--- src/rtl/shift_chain_reader.sv ---
// Frame reader for a daisy-chain of 74HC165-style PISO shift registers (shld/serclk/serin).
// Build option SHIFT_CHAIN_CONTINUOUS_EN: frames run back-to-back from reset release, start ignored.
`timescale 1ns/1ps
module shift_chain_reader #(
  parameter int WIDTH  = 8,
  parameter int CHAINS = 2,
  parameter int DIV    = 1,
  parameter int CW     = $clog2(WIDTH*CHAINS+1)
) (
  input  logic                      clk,
  input  logic                      reset,
  input  logic                      start,
  input  logic                      serin,
  output logic                      shld,
  output logic                      serclk,
  output logic                      busy,
  output logic                      done,
  output logic [CW-1:0]             count,
  output logic [WIDTH*CHAINS-1:0]   data_out
);

  localparam int TOTAL = WIDTH * CHAINS;
  localparam int DW    = $clog2(2 * DIV);

  localparam logic [2:0] S_IDLE = 3'd0;
  localparam logic [2:0] S_LOAD = 3'd1;
  localparam logic [2:0] S_LO   = 3'd2;
  localparam logic [2:0] S_HI   = 3'd3;
  localparam logic [2:0] S_DONE = 3'd4;

  localparam logic [DW-1:0] LOAD_LAST  = DW'(2 * DIV - 1);
  localparam logic [DW-1:0] PHASE_LAST = DW'(DIV - 1);
  localparam logic [CW-1:0] LAST_BIT   = CW'(TOTAL - 1);

  logic [2:0]       state;
  logic [DW-1:0]    div_cnt;
  logic [TOTAL-1:0] sreg;
  logic [TOTAL-1:0] sreg_nxt;
  logic             go;

`ifdef SHIFT_CHAIN_CONTINUOUS_EN
  assign go = start | 1'b1;
`else
  assign go = start;
`endif

  // First bit sampled ends up in the MSB once all TOTAL bits are in.
  assign sreg_nxt = {sreg[TOTAL-2:0], serin};

  always_ff @(posedge clk) begin
    if (reset) begin
      state    <= S_IDLE;
      shld     <= 1'b1;
      serclk   <= 1'b0;
      busy     <= 1'b0;
      done     <= 1'b0;
      count    <= '0;
      data_out <= '0;
      sreg     <= '0;
      div_cnt  <= '0;
    end else begin
      done <= 1'b0;
      case (state)
        S_IDLE, S_DONE: begin
          serclk  <= 1'b0;
          div_cnt <= '0;
          if (go) begin
            state <= S_LOAD;
            shld  <= 1'b0;
            busy  <= 1'b1;
            count <= '0;
          end else begin
            state <= S_IDLE;
            shld  <= 1'b1;
            busy  <= 1'b0;
          end
        end
        S_LOAD: begin
          if (div_cnt == LOAD_LAST) begin
            state   <= S_LO;
            shld    <= 1'b1;
            div_cnt <= '0;
          end else begin
            div_cnt <= div_cnt + DW'(1);
          end
        end
        S_LO: begin
          if (div_cnt == PHASE_LAST) begin
            div_cnt <= '0;
            sreg    <= sreg_nxt;
            count   <= count + CW'(1);
            if (count == LAST_BIT) begin
              state    <= S_DONE;
              done     <= 1'b1;
              busy     <= 1'b0;
              data_out <= sreg_nxt;
            end else begin
              state  <= S_HI;
              serclk <= 1'b1;
            end
          end else begin
            div_cnt <= div_cnt + DW'(1);
          end
        end
        S_HI: begin
          if (div_cnt == PHASE_LAST) begin
            state   <= S_LO;
            serclk  <= 1'b0;
            div_cnt <= '0;
          end else begin
            div_cnt <= div_cnt + DW'(1);
          end
        end
        default: begin
          state  <= S_IDLE;
          shld   <= 1'b1;
          serclk <= 1'b0;
          busy   <= 1'b0;
        end
      endcase
    end
  end

endmodule

--- config.mk ---
export PLATFORM = sky130hd
export DESIGN_NAME = shift_chain_reader
export DESIGN_NICKNAME = d
export VERILOG_FILES = /design/src/rtl/shift_chain_reader.sv
export SDC_FILE = /design/constraint.sdc
export NUM_CORES = 1
export LEC_CHECK = 0
export CORE_UTILIZATION = 45
export CTS_BUF_LIST = sky130_fd_sc_hd__clkbuf_8
export CTS_CLUSTER_DIAMETER = 40
export CTS_CLUSTER_SIZE = 24
export DETAILED_ROUTE_END_ITERATION = 7
export GPL_TIMING_DRIVEN = 0
export PLACE_DENSITY = 0.69
export SETUP_SLACK_MARGIN = 0.02
export SLEW_MARGIN = 20
export SYNTH_ARGS = -nofsm -noshare
export SYNTH_HDL_FRONTEND = slang
export SYNTH_SLANG_ARGS = --single-unit
--- constraint.sdc ---
create_clock -name clk -period 3.1 [get_ports clk]
set_input_delay 0.775 -clock clk [delete_from_list [all_inputs] [get_ports clk]]
set_output_delay 0.775 -clock clk [all_outputs]
set_load 0.02 [all_outputs]
==> key figures <==
Synthesis
  – Mapped Nets: 197
  – Synth Instances: 190
  – Flops & latches, synth: 44
  – Synth cell types: 30
  – Synth Area in XOR/XNOR: 0%
  – Syn_area_per_cell: 9.09 µm²
  – Post-synthesis mux area share: 9.85%
  – Post-synthesis compound-gate area fraction: 10.9%
  – Post-synthesis adder-cell area fraction: 2.17%
  – Mapped Area: 1730 µm²
  – Sequential share of the synthesized area: 51.0%
  – Largest family of logic cells by synthesized area: simple AND/OR/NAND/NOR gates
  – Syn. warnings: 0
  – Post-Synth Simple-Gate Area: 21.4%

Power
  – Pwr dens: 471 nW/µm²
  – Flop pwr share: 56.6%
  – Clock power frac: 36.3%
  – Peak supply drop: 0.312 mV
  – Int Pwr: 0.780 mW
  – LEAKAGE: 0.865 nW
  – Combinational Power Share: 7.1%
  – Sw Ratio: 23.2%
  – NetSw: 0.236 mW

Cells and area
  – Antenna fix cells: 0
  – Layout cell share with drive strength beyond 1: 9.78%
  – Syn-to-layout area delta: 24.8%
  – Nets: 231

Clock network
  – CTS tree: built
  – H-tree levels: 2
  – CTS clock-pin slew for the worst setup and hold paths: 0.08 ns
  – Total clock buffers created by CTS: 5
  – Clock Path Buffers: 2
  – # hold bufs at CTS: 0
  – Clk root buf: clkbuf_8
  – Worst-Skew Late Latency: 0.29 ns
  – # resized after CTS: 0
  – Post-CTS Setup Inserts: 0
  – # clock sinks: 44

Timing
  – Setup WS post-layout: 1.01 ns
  – Setup Skew: 0.00885 ns
  – Clock period minus worst slack: 2.09 ns
  – Slew headroom: 59.9%
  – RSZ-0062 raised after global routing: no
  – Setup_tns: 0 ns
  – Worst-Margin Slew: 0.598 ns
  – Final hold vios: 0
  – Final setup fails: 0
  – Final Cycle Share: 67.4%
  – Fmax: 478 MHz
  – Slew Viols, Final: 0

Critical path
  – R2R Setup Slk: 1.06 ns
  – R2R Path End: data_out[11]
  – CP Capture Type: output port
  – WP data required: 2.32 ns
  – Arr. time, crit path: 1.32 ns
  – Slowest stage cell, crit path: clkdlybuf4s50_1
  – Worst r2r src: count[0]
  – Critical path class: reg -> out
  – Crit start category: flip-flop
  – Crit path depth: 1
  – CP cell instances: clkdlybuf4s50_1
  – Delay-heaviest family, CP: buffers and inverters
  – Crit-path max cell delay: 0.63 ns
  – Worst Setup EP: count[0]
  – Worst-path fanout max: 5
  – FF-to-FF path depth: 8
  – Crit path launch: count[0]
  – Buf/Inv on CP: 1

Floorplan
  – Die Footprint: 4090 µm²
  – Die span in x: 64.0 µm
  – Core footprint: 3660 µm²
  – FP Rows: 22
  – Ports: 29
  – Initial Util: 47.2%
  – Die Height: 64.0 µm

Global routing
  – Global-route wire length before repair: 5.58 mm
  – Overflow after GRT: 0
  – Initial antenna violation count: 0
  – Vias in the first global route: 1218
  – Gr usage total: 17.6%
  – Largest net degree at the start of global routing: 15

Place
  – Routability cong.: 0.791
  – Detailed placement HPWL: 2.35 mm
  – PortBufs: 27
  – Pre-CTS WS: 1.05 ns

Detailed routing
  – DR pass1 iterations: 6
  – Routed Antenna Nets: 0
  – Routed WL: 3.27 mm
  – Vias per inst: 5.02
  – DRC Markers: 0
  – Total number of vias: 1371
  – Initial drt markers: 80
  – Drt wl/cell: 12.0 µm

Outcome
  – Status: finished clean

Worst hold path
  – Hold crit path type: reg -> reg

Run
  – Max_cap viols: 0
## sequential cells by signal (all words and copies together), names as in the netlist
register	count
busy	1
data_out	16
shld	1
count	5
done	1
state	3
sreg	15
div_cnt	1
serclk	1
## cells by family after synthesis
kind of cell,count (synthesis)
AND/OR/NAND/NOR,80
buffers and inverters,15
flip-flops,44
multiplexers,17
AO/OA/AOI/OAI,31
adder cells (fa/ha/maj),3
## power by group through the flow
| stage | clock network, mW | logic (mW) | registers [mW] |
|---|---|---|---|
| after detailed placement | 0 | 0.0726 | 0.588 |
| after CTS | 0.380 | 0.0728 | 0.575 |
| after global routing | 0.400 | 0.0797 | 0.576 |
| final | 0.368 | 0.0723 | 0.574 |
| after floorplan | 0 | 0.0460 | 0.592 |
| after global placement | 0 | 0.0705 | 0.588 |
## cells in the final DEF, fill, tap and decap left out, drive strengths merged, types with 2 or more instances in the layout
cell type,n
clkinvlp,2
a211oi,2
nand2b,2
nor2,34
dfxtp,44
nand2,32
ha,3
buf,8
nor3b,3
clkbuf,12
a21oi,23
mux2i,17
clkdlybuf4s50,27
## worst min-delay path by stage
stage | start | to | slack (ns) | cells after the start
after floorplan | sreg[14] | sreg[14] | 0.44 | 2
after global placement | sreg[14] | sreg[14] | 0.44 | 2
after detailed placement | sreg[14] | sreg[14] | 0.45 | 2
after CTS | sreg[14] | sreg[14] | 0.46 | 2
after global routing | sreg[11] | sreg[12] | 0.49 | 2
final | sreg[14] | sreg[14] | 0.46 | 2
## area by class of cell
type | count | area (µm²)
fill | 328 | 1510
sequential | 44 | 881
multi-input combinational | 131 | 766
timing repair buffer | 27 | 270
clock buffer | 6 | 82.6
buffer | 14 | 77.6
tap | 48 | 60.1
clock inverter | 2 | 15.0
inverter | 1 | 3.75
## routing by layer
layer | routed length, µm | GRT usage [%] | vias up
met4 | 31 | 5.97 | 0
li1 | - | - | 699
met1 | 1510 | 21.2 | 641
met5 | 0 | 0 | -
met3 | 116 | 4.11 | 4
met2 | 1610 | 30.5 | 27
## per-stage QoR
stage	power [mW]	area, µm²	std cells	utilization, %	hold WS [ns]
finish	1.02	2160	273	58.9	0.462
CTS	1.03	2160	273	58.9	0.462
detailed placement	0.661	2060	265	56.2	0.449
floorplan	0.638	1730	190	-	0.436
global placement	0.658	2060	265	56.2	0.445
global route	1.06	2160	273	58.9	0.491
## Yosys cell counts
cell / number / area, µm²
or3_1: 1 / 6.26
and3_1: 1 / 6.26
a2bb2oi_1: 1 / 8.76
or4b_4: 1 / 13.8
buf_4: 1 / 7.51
ha_1: 3 / 37.5
nor3b_1: 3 / 22.5
o21a_1: 1 / 7.51
a211oi_2: 2 / 25.0
nor2_1: 33 / 124
nor4_1: 1 / 6.26
a221oi_1: 1 / 8.76
inv_1: 1 / 3.75
buf_6: 2 / 22.5
nand3_1: 1 / 5.00
clkbuf_1: 6 / 22.5
a2111oi_0: 1 / 8.76
nand2b_1: 2 / 12.5
or3b_2: 1 / 8.76
nand2_1: 32 / 120
a22oi_1: 1 / 7.51
o31ai_1: 1 / 7.51
nor2_2: 1 / 6.26
nor2b_1: 1 / 6.26
buf_2: 5 / 25.0
nor4b_4: 1 / 23.8
a21oi_1: 23 / 115
mux2i_1: 17 / 170
dfxtp_1: 44 / 881
nand3b_1: 1 / 7.51
No activity file was read; power rests on OpenSTA's default activity.
